### config.mk
export PLATFORM = sky130hd
export DESIGN_NAME = adc_fifo_merge
export DESIGN_NICKNAME = d
export VERILOG_FILES = /design/src/rtl/adc_merge_pkg.sv /design/src/rtl/adc_chan_fifo.sv /design/src/rtl/adc_fifo_merge.sv
export SDC_FILE = /design/constraint.sdc
export NUM_CORES = 1
export LEC_CHECK = 0
export CAP_MARGIN = 20
export CORE_MARGIN = 3
export CORE_UTILIZATION = 60
export CTS_CLUSTER_SIZE = 14
export DETAILED_ROUTE_END_ITERATION = 12
export GPL_ROUTABILITY_DRIVEN = 0
export GPL_TIMING_DRIVEN = 0
export PLACE_DENSITY = 0.84
export SETUP_SLACK_MARGIN = 0.2
export SYNTH_ARGS = -nofsm -noshare
export SYNTH_HDL_FRONTEND = slang
export SYNTH_HIERARCHICAL = 1
export SYNTH_SLANG_ARGS = --single-unit
export TNS_END_PERCENT = 50
### constraint.sdc
create_clock -name clk_clk -period 7.1 [get_ports clk_clk]
set_input_delay 0.71 -clock clk_clk [delete_from_list [all_inputs] [get_ports clk_clk]]
set_output_delay 0.71 -clock clk_clk [all_outputs]
set_load 0.005 [all_outputs]
### src/rtl/adc_merge_pkg.sv
// Shared sizing helpers and types for the ADC FIFO merge block.
package adc_merge_pkg;

    localparam int MAX_CHW = 3;

    typedef logic [MAX_CHW-1:0] chan_tag_t;

    function automatic int chw_f(input int nch);
        return (nch <= 1) ? 1 : $clog2(nch);
    endfunction

    function automatic int lvl_w(input int depth);
        return $clog2(depth) + 1;
    endfunction

endpackage

### src/rtl/adc_chan_fifo.sv
// One channel FIFO: circular buffer, wrapping pointers and occupancy count.
module adc_chan_fifo
    import adc_merge_pkg::*;
#(
    parameter int DW     = 32,
    parameter int DEPTH  = 16,
    parameter int AF_LVL = 12,
    localparam int AW    = $clog2(DEPTH),
    localparam int LW    = lvl_w(DEPTH)
) (
    input  logic          clk,
    input  logic          rst,
    input  logic          push,
    input  logic          pop,
    input  logic [DW-1:0] wdata,
    output logic [DW-1:0] rdata,
    output logic          full,
    output logic          empty,
    output logic [LW-1:0] level,
    output logic          almost_full
);

    logic [DW-1:0] mem [DEPTH];
    logic [AW-1:0] wptr;
    logic [AW-1:0] rptr;
    logic [LW-1:0] count;

    always_ff @(posedge clk) begin
        if (push) mem[wptr] <= wdata;
    end

    // Pointers wrap naturally since DEPTH is a power of two.
    always_ff @(posedge clk) begin
        if (rst) begin
            wptr  <= '0;
            rptr  <= '0;
            count <= '0;
        end else begin
            if (push) wptr <= wptr + 1'b1;
            if (pop)  rptr <= rptr + 1'b1;
            if (push && !pop)      count <= count + 1'b1;
            else if (!push && pop) count <= count - 1'b1;
        end
    end

    assign rdata       = mem[rptr];
    assign full        = (count == LW'(DEPTH));
    assign empty       = (count == '0);
    assign level       = count;
    assign almost_full = (count >= LW'(AF_LVL));

endmodule

### src/rtl/adc_fifo_merge.sv
// Merges NCH ADC write channels into one tagged stream via round-robin.
module adc_fifo_merge
    import adc_merge_pkg::*;
#(
    parameter int NCH    = 2,
    parameter int DW     = 32,
    parameter int DEPTH  = 16,
    parameter int AF_LVL = 12,
    localparam int CHW   = chw_f(NCH),
    localparam int LW    = lvl_w(DEPTH)
) (
    input  logic              clk_clk,
    input  logic              reset_reset,
    input  logic              write_en_export,
    input  logic [NCH*DW-1:0] fifo_in_writedata,
    input  logic [NCH-1:0]    fifo_in_write,
    output logic [NCH-1:0]    fifo_in_waitrequest,
    output logic [CHW+DW-1:0] out_data,
    output logic              out_valid,
    input  logic              out_ready,
    output logic [NCH*LW-1:0] ch_level,
    output logic [NCH-1:0]    almost_full
);

    logic [NCH-1:0] push;
    logic [NCH-1:0] pop;
    logic [NCH-1:0] full;
    logic [NCH-1:0] empty;
    logic [DW-1:0]  rdata [NCH];
    logic [CHW-1:0] last;
    logic [CHW-1:0] grant;
    logic [CHW:0]   sum;
    logic           found;
    logic           load;

    for (genvar c = 0; c < NCH; c++) begin : g_ch
        assign push[c] = fifo_in_write[c] & ~full[c]
                       & write_en_export & ~reset_reset;

        adc_chan_fifo #(
            .DW     (DW),
            .DEPTH  (DEPTH),
            .AF_LVL (AF_LVL)
        ) u_fifo (
            .clk         (clk_clk),
            .rst         (reset_reset),
            .push        (push[c]),
            .pop         (pop[c]),
            .wdata       (fifo_in_writedata[c*DW +: DW]),
            .rdata       (rdata[c]),
            .full        (full[c]),
            .empty       (empty[c]),
            .level       (ch_level[c*LW +: LW]),
            .almost_full (almost_full[c])
        );
    end

    assign fifo_in_waitrequest = full;
    assign load = ~out_valid | out_ready;

    // Search starts one past the last grant; sum < 2*NCH so one wrap suffices.
    always_comb begin
        found = 1'b0;
        grant = '0;
        sum   = '0;
        for (int i = 1; i <= NCH; i++) begin
            sum = {1'b0, last} + (CHW+1)'(i);
            if (sum >= (CHW+1)'(NCH)) sum = sum - (CHW+1)'(NCH);
            if (!found && !empty[sum[CHW-1:0]]) begin
                found = 1'b1;
                grant = sum[CHW-1:0];
            end
        end
    end

    always_comb begin
        pop = '0;
        if (load && found && !reset_reset) pop[grant] = 1'b1;
    end

    always_ff @(posedge clk_clk) begin
        if (reset_reset) begin
            out_valid <= 1'b0;
            out_data  <= '0;
            last      <= CHW'(NCH - 1);
        end else if (load) begin
            out_valid <= found;
            if (found) begin
                out_data <= {grant, rdata[grant]};
                last     <= grant;
            end
        end
    end

endmodule

After elaboration in Yosys (flattened, before gate mapping)
Memory sizes are Yosys's and may differ from the RTL's. A register that Yosys moved wholly into a read port is not among the register bits.
Index checks and enable logic that the tools add are counted.
{"block": "op_classes", "n_addsub": 12, "order_cmp": 9, "eq_ne": 2, "muxes": 28, "bitwise": 12, "n_reduce_logical": 19}
{"cell": "two-way mux 32 bit", "count": 3}
{"cell": "two-way mux 5 bit", "count": 4}
{"cell": "adder 4 x 1 -> 4 bit, second input constant", "count": 4}
{"cell": "two-way mux 4 bit", "count": 4}
{"cell": "two-way mux 1 bit", "count": 15}
{"cell": "adder 5 x 1 -> 5 bit, second input constant", "count": 2}
{"cell": "== test 5 bit, second input constant", "count": 2}
{"cell": "greater-or-equal comparator 5 x 4 -> 1 bit, second input constant", "count": 2}
{"cell": "zero test 5 bit", "count": 2}
{"cell": "subtractor 5 x 1 -> 5 bit, second input constant", "count": 2}
{"cell": "logical AND 1 bit", "count": 8}
{"cell": "AND 1 bit", "count": 6}
{"cell": "greater-or-equal comparator 2 bit, second input constant", "count": 3}
{"cell": "zero test 1 bit", "count": 6}
{"cell": "less-than comparator 1 x 2 -> 1 bit, second input constant", "count": 3}
{"cell": "NOT 1 bit", "count": 4}
{"cell": "nonzero test 2 bit", "count": 2}
{"cell": "adder 1 x 1 -> 2 bit, second input constant", "count": 1}
{"cell": "adder 1 x 2 -> 2 bit, second input constant", "count": 1}
{"cell": "two-way mux 2 bit", "count": 1}
{"cell": "NOT 1 -> 2 bit", "count": 1}
{"cell": "AND reduction 2 bit", "count": 1}
{"cell": "subtractor 1 bit, second input constant", "count": 2}
{"cell": "demux 1 bit (select 1 bit)", "count": 1}
{"cell": "other kinds (2)", "count": 2}
{"block": "totals", "regBits": 61, "ram_bits": 1024, "inputBits": 70, "output_inout_bits": 48, "word_cells": 93, "n_memories": 2}
{"memory": "g_ch[0].u_fifo.mem", "words": 16, "word_bits": 32, "rd": 1, "rd_clocked_by_memory_dff": 1, "wr": 1, "line": "adc_chan_fifo.sv:23", "source": "logic [DW-1:0] mem [DEPTH];"}
{"memory": "g_ch[1].u_fifo.mem", "words": 16, "word_bits": 32, "rd": 1, "rd_clocked_by_memory_dff": 1, "wr": 1, "line": "adc_chan_fifo.sv:23"}

Longest topological paths before layout
{"block": "depth", "ltp_word": 16, "mapped_depth": 15, "mapped_depth_nobuf": 13}

Cells and area by module
The synthesis kept the hierarchy.
{"module": "adc_chan_fifo (g_ch[0].u_fifo)", "instances": 1, "cells_per_inst": 889, "area_each_um2": 20053.0, "seq_area_each_um2": 15715.1}
{"module": "adc_chan_fifo (g_ch[1].u_fifo)", "instances": 1, "cells_per_inst": 889, "area_each_um2": 20023.0, "seq_area_each_um2": 15715.1}
{"module": "adc_fifo_merge", "instances": 1, "cells_per_inst": 211, "area_each_um2": 1714.1, "seq_area_each_um2": 700.7}

Least setup slack after synthesis
Ideal clock, no wire load.
{"block": "synth_path", "path_kind": "reg2reg", "startpoint": "reg g_ch[1].u_fifo.count[0]", "endpoint": "reg g_ch[0].u_fifo.count[4]", "setup_ps": 121, "t_arrival_ps": 3535, "required_ps": 6979, "path_slack_ps": 3444, "stages_incl_launch_ff": 14, "period_less_slack_ps": 3656, "cell_sequence": "dfxtp_1 > nor4_1 > nor2b_1 > buf_2 > clkinv_1 > a2111oi_0 > inv_1 > ha_1 > inv_1 > ha_1 > a21oi_1 > a211oi_1 > a31oi_1 > mux2_2"}
{"block": "synth_via", "elab_chain_len": 14}
{"element": "from (decl)", "line": "adc_chan_fifo.sv:26", "source": "logic [LW-1:0] count;"}
{"element": "from (signal assigned)", "line": "adc_chan_fifo.sv:41", "source": "if (push && !pop) count <= count + 1'b1;"}
{"element": "from (signal assigned)", "line": "adc_chan_fifo.sv:42", "source": "else if (!push && pop) count <= count - 1'b1;"}
{"element": "zero test 5 bit *", "line": "adc_chan_fifo.sv:48", "source": "assign empty = (count == '0);"}
{"element": "net empty[1]", "line": "adc_fifo_merge.sv:28", "source": "logic [NCH-1:0] empty;"}
{"element": "two-way mux 1 bit (implied by the code) (2 in a row)", "line": "adc_fifo_merge.sv:69", "source": "if (!found && !empty[sum[CHW-1:0]]) begin"}
{"element": "zero test 1 bit", "line": "adc_fifo_merge.sv:69"}
{"element": "logical AND 1 bit", "line": "adc_fifo_merge.sv:69"}
{"element": "two-way mux 1 bit", "line": "adc_fifo_merge.sv:69"}
{"element": "less-than comparator 1 x 2 -> 1 bit (implied by the code) / greater-or-equal comparator 1 bit (equally long branches)", "line": "adc_fifo_merge.sv:78", "source": "if (load && found && !reset_reset) pop[grant] = 1'b1;"}
{"element": "logical AND 1 bit (implied by the code)", "line": "adc_fifo_merge.sv:78"}
{"element": "two-way mux 1 bit (implied by the code)", "line": "adc_fifo_merge.sv:78"}
{"element": "demux 1 bit (select 1 bit)", "line": "adc_fifo_merge.sv:78"}
{"element": "two-way mux 2 bit *", "line": "adc_fifo_merge.sv:78"}
{"element": "net pop[0]", "line": "adc_fifo_merge.sv:26", "source": "logic [NCH-1:0] pop;"}
{"element": "zero test 1 bit", "line": "adc_chan_fifo.sv:41"}
{"element": "logical AND 1 bit", "line": "adc_chan_fifo.sv:41"}
{"element": "two-way mux 5 bit / nonzero test 2 bit (equally long branches)"}
{"element": "to (signal assigned)", "line": "adc_chan_fifo.sv:41"}
{"element": "to (signal assigned)", "line": "adc_chan_fifo.sv:42"}
{"element": "to (decl)", "line": "adc_chan_fifo.sv:26"}
The timed path passes the listed nets; every way through them passes the cells marked *. The select of a mux whose other input is x is not followed.
A chain may end at the register's enable or synchronous reset.

Worst setup path after layout
Same ends and word-level chain as after synthesis.

==> impl_metrics.tcl <==
set metrics [dict create \
    hold_end "out_data[20]$_SDFFE_PP0P_" \
    pin_count 118 \
    worst-r2r-setup-slack_ns 2.98 \
    drive_gt1_frac 0.223 \
    numPortBuffers 117 \
    max_cap_viol_count 0 \
    fp.dieArea_sq_um 72900 \
    synthCells 1989 \
    hold_viol 0 \
    core-area_sq_um 68800 \
    status "complete, no violations" \
    cp.required_ns 7.65 \
    multiInputGateArea_sq_um 9050 \
    seq_area_frac_synth 0.769 \
    path_clk_slew_ns 0.06 \
    cts.path.max_buffers 3 \
    reg2reg_from "g_ch[1].u_fifo/level[0]$_SDFFE_PP0P_" \
    hold_path_class "reg2reg" \
    fin_tns_setup_ns 0 \
    worstMarginPinSlew_ns 0.960 \
    wl_um 106000 \
    overflow 0 \
    dr.pass1.iters 8 \
    final_max_slew_viol_count 0 \
    ant_nets 0 \
    cts-buffers-inserted 103 \
    cts_resized 0 \
    nNetsFinal 2336 \
    cts_sinks 1093 \
    synthesis.nets 2081 \
    register_area_sq_um 32100 \
    r2r_end "g_ch[0].u_fifo/level[4]$_SDFFE_PP0P_" \
    critPathKind "reg2reg" \
    reg2reg_depth 14 \
    cts_hold_buf 0 \
    via_count 22000 \
    power_density_nw_per_um2 333 \
    hold_slack_ns 0.521 \
    fin_crit_ns 4.12 \
    num_rows 96 \
    rsz0062_at_grt "no" \
    hold_start "out_data[20]$_SDFFE_PP0P_" \
    cts-root-buf "clkbuf_16" \
    cts_tree "built" \
    crit_path_max_fanout 9 \
    dp_hpwl_um 63500 \
    grt_pass1_wl_um 156000 \
    initial_core_util 0.607 \
    avgRoutedWirePerCell_um 32.5 \
    fin_crit_sh 0.581 \
    synth_warnings 6 \
    grt_usage 0.296 \
    cts_setup_buffers 0 \
    critPathLaunchType "flip-flop" \
    holdPathStages 2 \
    antenna_found_initial 8 \
    drc_errors 0 \
    cts_max_level 3 \
    die_width_um 270 \
    setup_violations 0 \
    clock_skew_ns 0.0223 \
    grt_max_degree 31 \
    clock.fmax_mhz 243 \
    die_height_um 270 \
    avgViaCountPerCell 6.75 \
    cp.arrival_ns 4.67 \
    syn_area_sq_um 41800 \
    fillers 3901 \
    irDropWorstVdd_mv 0.244 \
    max_slew_margin 0.360 \
    synth.distinct_cells 40 \
    p_leak_nw 15.1 \
    avgSynthCellArea_sq_um 21.0 \
    grt_pass1_vias 23100 \
    power.total_mw 16.1 \
    ys_ff_latch 1093 \
    synthToLayoutAreaGrowth_pct 15.3 \
    drt_iter0_markers 3020 \
    clk_latency_ns 0.67 \
    end_kind "flip-flop" \
]
[critical path, stage by stage, from the launching register on]
cell,delay (ns)
dfxtp_1,0.36
nor4_1,0.35
nor2b_1,0.36
buf_2,0.29
clkinv_1,0.25
a2111oi_1,0.54
buf_2,0.27
inv_1,0.08
ha_1,0.24
inv_1,0.16
ha_1,0.29
a21oi_1,0.19
a211oi_1,0.10
a31oi_1,0.17
mux2_2,0.35
[how the worst max path moves through the flow]
| stage | from | end | slack, ns | cells past startpoint |
|---|---|---|---|---|
| after floorplan | g_ch[1].u_fifo/level[0]$_SDFFE_PP0P_ | g_ch[0].u_fifo/level[4]$_SDFFE_PP0P_ | 3.44 | 13 |
| final | g_ch[1].u_fifo/level[0]$_SDFFE_PP0P_ | g_ch[0].u_fifo/level[4]$_SDFFE_PP0P_ | 2.98 | 14 |
| after detailed placement | reset_reset | g_ch[0].u_fifo/level[4]$_SDFFE_PP0P_ | 2.64 | 12 |
| after global routing | g_ch[0].u_fifo/level[0]$_SDFFE_PP0P_ | g_ch[1].u_fifo/level[4]$_SDFFE_PP0P_ | 2.70 | 15 |
| after CTS | g_ch[0].u_fifo/level[0]$_SDFFE_PP0P_ | g_ch[1].u_fifo/level[4]$_SDFFE_PP0P_ | 3.03 | 15 |
| after global placement | reset_reset | g_ch[0].u_fifo/level[4]$_SDFFE_PP0P_ | 1.68 | 11 |
[state kept, by name (all words and copies together) (netlist names), named ones only]
signal             count
out_data              33
out_valid              1
g_ch.u_fifo/wptr       8
g_ch.u_fifo/mem     1024
last                   1
g_ch.u_fifo/level     10
g_ch.u_fifo/rptr       8
[power by group]
group / internal (mW) / switching, mW
clock: 3.02 / 2.34
combinational: 1.48 / 1.90
sequential: 7.19 / 0.120
[stage by stage]
step,instance area [sq um],setup WS (ns),cells,utilization
floorplan,41800,3.44,1989,-
global placement,44100,1.68,3037,0.641
detailed placement,44900,2.64,3070,0.652
CTS,48200,3.03,3261,0.700
global route,48200,2.70,3261,0.700
finish,48200,2.98,3266,0.700
[cells in the mapped netlist]
cell | n | area, sq um
edfxtp_1 | 1024 | 30700
mux4_2 | 256 | 5770
a22oi_1 | 128 | 961
nand2_1 | 74 | 278
dfxtp_1 | 69 | 1380
clkbuf_1 | 47 | 176
a21oi_1 | 43 | 215
nor2_1 | 39 | 146
and2_1 | 37 | 231
nand3_1 | 35 | 175
a311oi_1 | 32 | 280
o21ai_0 | 29 | 145
buf_2 | 28 | 140
buf_4 | 21 | 158
ha_1 | 20 | 250
buf_1 | 19 | 71.3
inv_1 | 12 | 45.0
xor2_1 | 12 | 105
nor2b_1 | 9 | 56.3
xnor2_1 | 6 | 52.6
buf_6 | 5 | 56.3
o21ai_1 | 5 | 25.0
mux2i_1 | 4 | 40.0
nand3b_1 | 4 | 30.0
nand4_1 | 4 | 25.0
a211oi_1 | 2 | 15.0
a21o_1 | 2 | 15.0
a31oi_1 | 2 | 12.5
and3_1 | 2 | 12.5
and3b_1 | 2 | 17.5
fa_1 | 2 | 40.0
mux2_2 | 2 | 22.5
nand2b_1 | 2 | 12.5
nor3b_1 | 2 | 15.0
nor4_1 | 2 | 12.5
nor4bb_1 | 2 | 20.0
o31ai_1 | 2 | 15.0
a2111oi_0 | 1 | 8.76
and2b_1 | 1 | 7.51
clkinv_1 | 1 | 3.75
[per-layer routing]
| layer | up-vias | global-route usage | part of all wire |
|---|---|---|---|
| li1 | 8828 | - | - |
| met1 | 11400 | 0.365 | 0.33 |
| met2 | 1510 | 0.510 | 0.52 |
| met3 | 335 | 0.0681 | 0.11 |
| met4 | 6 | 0.122 | 0.045 |
| met5 | - | 0 | 0.00033 |
[placed cells by master (no fill, tap or decap), types with 29 or more instances in the layout]
master           count
nand3_1             35
clkbuf_1            72
edfxtp_1          1024
a311oi_1            32
a21oi_1             43
clkbuf_16          104
mux4_2             256
o21ai_0             29
buf_2               29
clkdlybuf4s50_1    117
dfxtp_1             69
nor2_1              39
and2_2              32
a22oi_1            128
nand2_1             74
[final cells by class]
class,count,area share
buffer,120,0.0125
tap,931,0.0242
clock buffer,132,0.0568
inverter,13,0.00101
sequential,1093,0.667
timing repair buffer,150,0.0394
clock inverter,59,0.0112
multi-input combinational,763,0.188
antenna,5,0.000260
[cell families after synthesis]
kind of cell | synth area share
fa+ha+maj | 0.00695
simple gates | 0.0249
flops | 0.769
buf+inv | 0.0156
compound gates | 0.0405
xor+xnor | 0.00377
mux | 0.139
Note: power is estimated with default switching activity, not from simulation.
